**config.mk**
```make
export PLATFORM = sky130hd
export DESIGN_NAME = divisor_feeder_flat
export DESIGN_NICKNAME = d
export VERILOG_FILES = /design/src/rtl/divisor_feeder_if.sv /design/src/rtl/divisor_feeder.sv /design/src/flat_wrapper.sv
export SDC_FILE = /design/constraint.sdc
export NUM_CORES = 1
export LEC_CHECK = 0
export ABC_AREA = 1
export CORE_MARGIN = 8
export CORE_UTILIZATION = 53
export CTS_CLUSTER_DIAMETER = 200
export CTS_CLUSTER_SIZE = 24
export DETAILED_ROUTE_END_ITERATION = 8
export PLACE_DENSITY_LB_ADDON = 0.1
export SLEW_MARGIN = 20
export SYNTH_ARGS = -nofsm -noshare
export SYNTH_HDL_FRONTEND = slang
export SYNTH_SLANG_ARGS = --single-unit
```
**constraint.sdc**
```tcl
create_clock -name clk -period 2.1 [get_ports clk]
set_input_delay 0.42 -clock clk [delete_from_list [all_inputs] [get_ports clk]]
set_output_delay 0.42 -clock clk [all_outputs]
set_load 0.1 [all_outputs]
```
**src/rtl/divisor_feeder_if.sv**
```systemverilog
// divisor_feeder_if: operand stream, divider start/done link and result stream.
// slave is the feeder's view, master is the surrounding environment's view.
interface divisor_feeder_if #(
  parameter int size = 8
);
  logic            in_valid;
  logic            in_ready;
  logic [size-1:0] in_num;
  logic [size-1:0] in_den;
  logic            start;
  logic [size-1:0] numerador;
  logic [size-1:0] denominador;
  logic [size-1:0] cociente;
  logic [size-1:0] resto;
  logic            done;
  logic            out_valid;
  logic            out_ready;
  logic [size-1:0] out_cociente;
  logic [size-1:0] out_resto;
  logic            out_dz;

  modport slave (
    input  in_valid, in_num, in_den,
    input  cociente, resto, done,
    input  out_ready,
    output in_ready, start,
    output numerador, denominador,
    output out_valid, out_cociente,
    output out_resto, out_dz
  );

  modport master (
    output in_valid, in_num, in_den,
    output cociente, resto, done,
    output out_ready,
    input  in_ready, start,
    input  numerador, denominador,
    input  out_valid, out_cociente,
    input  out_resto, out_dz
  );
endinterface

```
**src/rtl/divisor_feeder.sv**
```systemverilog
// divisor_feeder: operand FIFO, issue FSM and result register for the divider.
// Define DIV_ZERO_BYPASS_EN to answer x/0 locally without using the divider.
module divisor_feeder #(
  parameter int size  = 8,
  parameter int DEPTH = 4
) (
  input  logic            clk,
  input  logic            rst_n,
  divisor_feeder_if.slave bus
);
  localparam int AW = $clog2(DEPTH);
  localparam int CW = AW + 1;

  typedef enum logic [1:0] {
    IDLE  = 2'd0,
    ISSUE = 2'd1,
    WAIT  = 2'd2
  } state_t;

  state_t state, state_n;

  logic [size-1:0] num_mem [DEPTH];
  logic [size-1:0] den_mem [DEPTH];
  logic [AW-1:0]   wr_ptr, rd_ptr;
  logic [CW-1:0]   count;

  logic [size-1:0] head_num, head_den;
  logic            in_ready;
  logic            push, pop;
  logic            out_free;
  logic            load, cap, dz_take;

  logic            start_q;
  logic [size-1:0] num_q, den_q;
  logic            valid_q;
  logic [size-1:0] q_q, r_q;

  assign head_num = num_mem[rd_ptr];
  assign head_den = den_mem[rd_ptr];
  assign in_ready = (count != CW'(DEPTH));
  assign push     = bus.in_valid & in_ready;
  assign pop      = cap | dz_take;
  assign out_free = ~valid_q | bus.out_ready;

  always_comb begin
    state_n = state;
    load    = 1'b0;
    cap     = 1'b0;
    dz_take = 1'b0;
    unique case (state)
      IDLE: begin
        if (count != '0 && out_free) begin
`ifdef DIV_ZERO_BYPASS_EN
          if (head_den == '0) begin
            dz_take = 1'b1;
          end else begin
            state_n = ISSUE;
            load    = 1'b1;
          end
`else
          state_n = ISSUE;
          load    = 1'b1;
`endif
        end
      end
      ISSUE: state_n = WAIT;
      WAIT: begin
        if (bus.done) begin
          cap     = 1'b1;
          state_n = IDLE;
        end
      end
      default: state_n = IDLE;
    endcase
  end

  always_ff @(posedge clk or negedge rst_n) begin
    if (!rst_n) begin
      state   <= IDLE;
      start_q <= 1'b0;
      num_q   <= '0;
      den_q   <= '0;
    end else begin
      state   <= state_n;
      start_q <= (state_n == ISSUE);
      if (load) begin
        num_q <= head_num;
        den_q <= head_den;
      end
    end
  end

  // Storage needs no reset: count gates every read.
  always_ff @(posedge clk) begin
    if (push) begin
      num_mem[wr_ptr] <= bus.in_num;
      den_mem[wr_ptr] <= bus.in_den;
    end
  end

  always_ff @(posedge clk or negedge rst_n) begin
    if (!rst_n) begin
      wr_ptr <= '0;
      rd_ptr <= '0;
      count  <= '0;
    end else begin
      if (push) wr_ptr <= wr_ptr + AW'(1);
      if (pop)  rd_ptr <= rd_ptr + AW'(1);
      case ({push, pop})
        2'b10:   count <= count + CW'(1);
        2'b01:   count <= count - CW'(1);
        default: count <= count;
      endcase
    end
  end

  always_ff @(posedge clk or negedge rst_n) begin
    if (!rst_n) begin
      valid_q <= 1'b0;
      q_q     <= '0;
      r_q     <= '0;
    end else if (cap) begin
      valid_q <= 1'b1;
      q_q     <= bus.cociente;
      r_q     <= bus.resto;
    end else if (dz_take) begin
      valid_q <= 1'b1;
      q_q     <= '1;
      r_q     <= head_num;
    end else if (bus.out_ready) begin
      valid_q <= 1'b0;
    end
  end

`ifdef DIV_ZERO_BYPASS_EN
  logic dz_q;

  always_ff @(posedge clk or negedge rst_n) begin
    if (!rst_n) begin
      dz_q <= 1'b0;
    end else if (cap) begin
      dz_q <= 1'b0;
    end else if (dz_take) begin
      dz_q <= 1'b1;
    end
  end

  assign bus.out_dz = dz_q;
`else
  assign bus.out_dz = 1'b0;
`endif

  assign bus.in_ready     = in_ready;
  assign bus.start        = start_q;
  assign bus.numerador    = num_q;
  assign bus.denominador  = den_q;
  assign bus.out_valid    = valid_q;
  assign bus.out_cociente = q_q;
  assign bus.out_resto    = r_q;
endmodule

```
**src/flat_wrapper.sv**
```systemverilog
// flat-port wrapper written by rule: the top's interface ports become plain ports
module divisor_feeder_flat 
#(
  parameter int size  = 8,
  parameter int DEPTH = 4
)
  (clk, rst_n, bus_in_valid, bus_in_num, bus_in_den, bus_cociente, bus_resto, bus_done, bus_out_ready, bus_in_ready, bus_start, bus_numerador, bus_denominador, bus_out_valid, bus_out_cociente, bus_out_resto, bus_out_dz);
  divisor_feeder_if #(.size(size)) bus_i ();
  input  logic clk;
  input  logic rst_n;
  input wire logic [$bits(bus_i.in_valid)-1:0] bus_in_valid;
  input wire logic [$bits(bus_i.in_num)-1:0] bus_in_num;
  input wire logic [$bits(bus_i.in_den)-1:0] bus_in_den;
  input wire logic [$bits(bus_i.cociente)-1:0] bus_cociente;
  input wire logic [$bits(bus_i.resto)-1:0] bus_resto;
  input wire logic [$bits(bus_i.done)-1:0] bus_done;
  input wire logic [$bits(bus_i.out_ready)-1:0] bus_out_ready;
  output wire logic [$bits(bus_i.in_ready)-1:0] bus_in_ready;
  output wire logic [$bits(bus_i.start)-1:0] bus_start;
  output wire logic [$bits(bus_i.numerador)-1:0] bus_numerador;
  output wire logic [$bits(bus_i.denominador)-1:0] bus_denominador;
  output wire logic [$bits(bus_i.out_valid)-1:0] bus_out_valid;
  output wire logic [$bits(bus_i.out_cociente)-1:0] bus_out_cociente;
  output wire logic [$bits(bus_i.out_resto)-1:0] bus_out_resto;
  output wire logic [$bits(bus_i.out_dz)-1:0] bus_out_dz;
  assign bus_i.in_valid = bus_in_valid;
  assign bus_i.in_num = bus_in_num;
  assign bus_i.in_den = bus_in_den;
  assign bus_i.cociente = bus_cociente;
  assign bus_i.resto = bus_resto;
  assign bus_i.done = bus_done;
  assign bus_i.out_ready = bus_out_ready;
  assign bus_in_ready = bus_i.in_ready;
  assign bus_start = bus_i.start;
  assign bus_numerador = bus_i.numerador;
  assign bus_denominador = bus_i.denominador;
  assign bus_out_valid = bus_i.out_valid;
  assign bus_out_cociente = bus_i.out_cociente;
  assign bus_out_resto = bus_i.out_resto;
  assign bus_out_dz = bus_i.out_dz;
  divisor_feeder #(.size(size), .DEPTH(DEPTH)) u_core (.clk(clk), .rst_n(rst_n), .bus(bus_i));
endmodule
```
==> results.txt <==
- Outcome: finished clean
* Wire length of the first global-routing pass: 14.6 mm
* Global-route usage over all layers: 16.2%
- The number of global-route vias before repair is 3,025.
- Summed over all layers, the global routing overflow is 0.
* Signal arrival time at the worst endpoint: 2040 ps
- Worst-skew pair later-pin latency: 360 ps
- Mean Syn Cell Area: 10.0 um2
* Clock tree root driver cell: clkbuf_8
* Setup repair after global routing missed its margin: no
- Share of the cycle needed by the critical path after routing: 85.7%
- Clock-pin slew was measured on the worst setup and hold paths at 90 ps.
- Detailed placer's ending HPWL: 5.95 mm
* Yosys warns: 0
- Area Growth Syn to Fin: 23.2%
* Weighted congestion at the end of routability-driven global placement: 0.673
* Number of maximum-capacitance violations: 0
- The net count of the finished layout is 573.
- The netlist uses 24 different library cells.
- The die covers 11,700 um2.
- The repair_antennas step left the layout with diodes totalling 0.
- Number of flops mapped to enable cells by yosys: 64
- Final Max Tran Viols: 0
* Net count after synthesis: 494
- Adding up every negative setup slack in the final design gives 0 ps.
- Tightest hold margin: 489 ps
- Post-CTS Setup Repair Bufs: 0
- Highest clock rate: 555 MHz
* Number of standard-cell rows in the floorplan: 33
* Number of input and output port buffers inserted: 71
- Post-Synthesis Cell Area: 4520 um2
- Final routed DRC violation total: 0
* Post-synthesis cell count: 451
- For the pin with the worst max-slew slack, the measured transition is 598 ps.
- In this run the remaining antenna-violating nets after routing total 0.
- Total number of vias: 2,994
- The H-tree was split into 3 levels.
- The most common cell in the synthesized netlist is nand2_1.
- Vias per cell: 4.68
- Sorting the synthesized cells by area gives the leading types as edfxtp_1, dfrtp_1, nand2_1.
* Ranking of synthesized cells by instance count: nand2_1, inv_1, edfxtp_1, dfrtp_1, nand3_1
- Sequential cell area fraction in the yosys report: 66.4%
- Final Setup Violations: 0
- The number of antenna violations at the first check in global routing is 0.
- For this configuration, the core starts out at a cell density of 54.7%.
- In this run the tightest slew margin relative to its limit is 60.1%.
* Total I/O pin count: 73
- Of the cells placed in the final design, the portion with a size suffix greater than 1 is 14.0%.
- In this run the horizontal extent of the chip is 108 um.
* Inserted Clock Buffers: 9
* Shortest period the worst path allows: 1800 ps
* Number of sinks driven by the clock tree: 107
- Finished Core Util: 67.4%
- STA puts the critical path data required time at 2340 ps.
- In this run, the number of DRC markers left after iteration 0 of detailed routing was 122.
- Maximum number of pins on one net before global-route repair: 35
* Post-DR wirelength/cell: 14.1 um
- Largest fanout on the critical path: 2
- CTS tree: built
- For this run, asynchronously set or reset flops after synthesis account for 40.2%.
- Post-synth top flop: edfxtp_1
- After detailed routing, the total wire length is 9.02 mm.
* Nature of the critical path endpoint: register
- Summed over its instances, the top area cell type makes up 42.5% of the synthesized netlist area.
- Clock Tree Buf Depth: 2
- Clock skew after layout: 13.5 ps
* Die extent in y: 108 um
* Type of the worst setup path: primary input to register
- The synthesized design spends more area on one cell type than any other, namely edfxtp_1.
* Startpoint types: primary input
* Number of detailed-routing iterations run before antenna repair: 4
* Total core area: 8260 um2
* Flop and latch count out of synthesis: 107
- Once the clock tree was built, the resizer swapped 0 gates to a different size.
* Class of the tightest hold or removal check: register to register
- The number of hold violations in the final report was 0.
through the flow:
| stage | cells | setup slack [ps] | cell area, um2 |
|---|---|---|---|
| 2_1_floorplan | 451 | 56.4 | 4530 |
| 3_3_place_gp | 623 | 0.879 | 5320 |
| 3_5_place_dp | 623 | -60.5 | 5320 |
| 4_1_cts | 640 | 302 | 5570 |
| 5_1_grt | 640 | 183 | 5570 |
| 6_report | 640 | 300 | 5570 |
flip-flops by register name (all words and copies together), names as in the netlist:
signal,flops
u_core.count,3
u_core.bus.numerador,8
u_core.rd_ptr,2
u_core.num_mem,32
u_core.bus.denominador,8
u_core.wr_ptr,2
u_core.bus.out_resto,8
u_core.state,2
u_core.bus.out_valid,1
u_core.bus.out_cociente,8
u_core.bus.start,1
u_core.den_mem,32
routing by layer:
layer / global-route usage (%) / wire length [um] / vias up
met5: 0 / 0 / -
met4: 4.30 / 99 / 0
met3: 4.52 / 377 / 9
met2: 27.9 / 4630 / 51
met1: 19.5 / 3910 / 1405
li1: - / - / 1529
cell usage in the layout, fill, tap and decap left out, types with 2 or more instances in the layout:
| cell | count |
|---|---|
| clkbuf_8 | 9 |
| buf_4 | 42 |
| clkdlybuf4s50_1 | 35 |
| xor2_1 | 4 |
| inv_2 | 6 |
| ha_1 | 5 |
| clkbuf_1 | 2 |
| buf_12 | 5 |
| inv_1 | 76 |
| nand2_1 | 183 |
| nand3_1 | 36 |
| nor2_1 | 6 |
| dfrtp_1 | 43 |
| edfxtp_1 | 64 |
| bufinv_16 | 3 |
final cells by class:
class	instances	area (um2)
sequential	107	3000
fill	652	2690
multi-input combinational	246	1110
timing repair buffer	84	781
inverter	82	308
clock buffer	11	131
tap	105	131
clock inverter	5	103
timing repair:
action                     4_1_cts  5_1_grt
hold buffers                     1        0
setup endpoints to repair        0        0
hold endpoints to repair        13        0
worst paths after layout:
check,startpoint,to,slack (ps),depth (start not counted)
worst max register to register,u_core.count[1]$_DFFE_PN0P_,u_core.count[2]$_DFFE_PN0P_,310,9
max in group asynchronous,rst_n,u_core.bus.out_cociente[1]$_DFFE_PN0P_,1000,3
worst min-delay path,u_core.bus.out_resto[4]$_DFFE_PN0P_,u_core.bus.out_resto[4]$_DFFE_PN0P_,490,2
worst min register to register,u_core.bus.out_resto[4]$_DFFE_PN0P_,u_core.bus.out_resto[4]$_DFFE_PN0P_,490,2
min in group asynchronous,rst_n,u_core.bus.denominador[5]$_DFFE_PN0P_,520,2
worst max-delay path,bus_done,u_core.count[2]$_DFFE_PN0P_,300,9
cell families (layout without fill, tap and decap cells):
family          count (synthesis)  in the layout  share of synthesized area (%)
simple gates                  232            232                           21.2
buf+inv                        98            182                           9.22
xor+xnor                        5              5                          0.969
compound gates                  2              2                          0.277
other cells                     1              1                         0.0830
flops                         107            107                           66.4
fa+ha+maj                       6              6                           1.83
critical path: stages:
cell and delay, ps:
clkdlybuf4s50_1 480, nand3_1 120, inv_2 80, ha_1 150, inv_1 70, fa_1 380, nand2_1 100, nand3_1 90
xor2_1 150
Power is not shown: default switching activity piles up to over one toggle a cycle in this logic, so the estimate is an artifact.
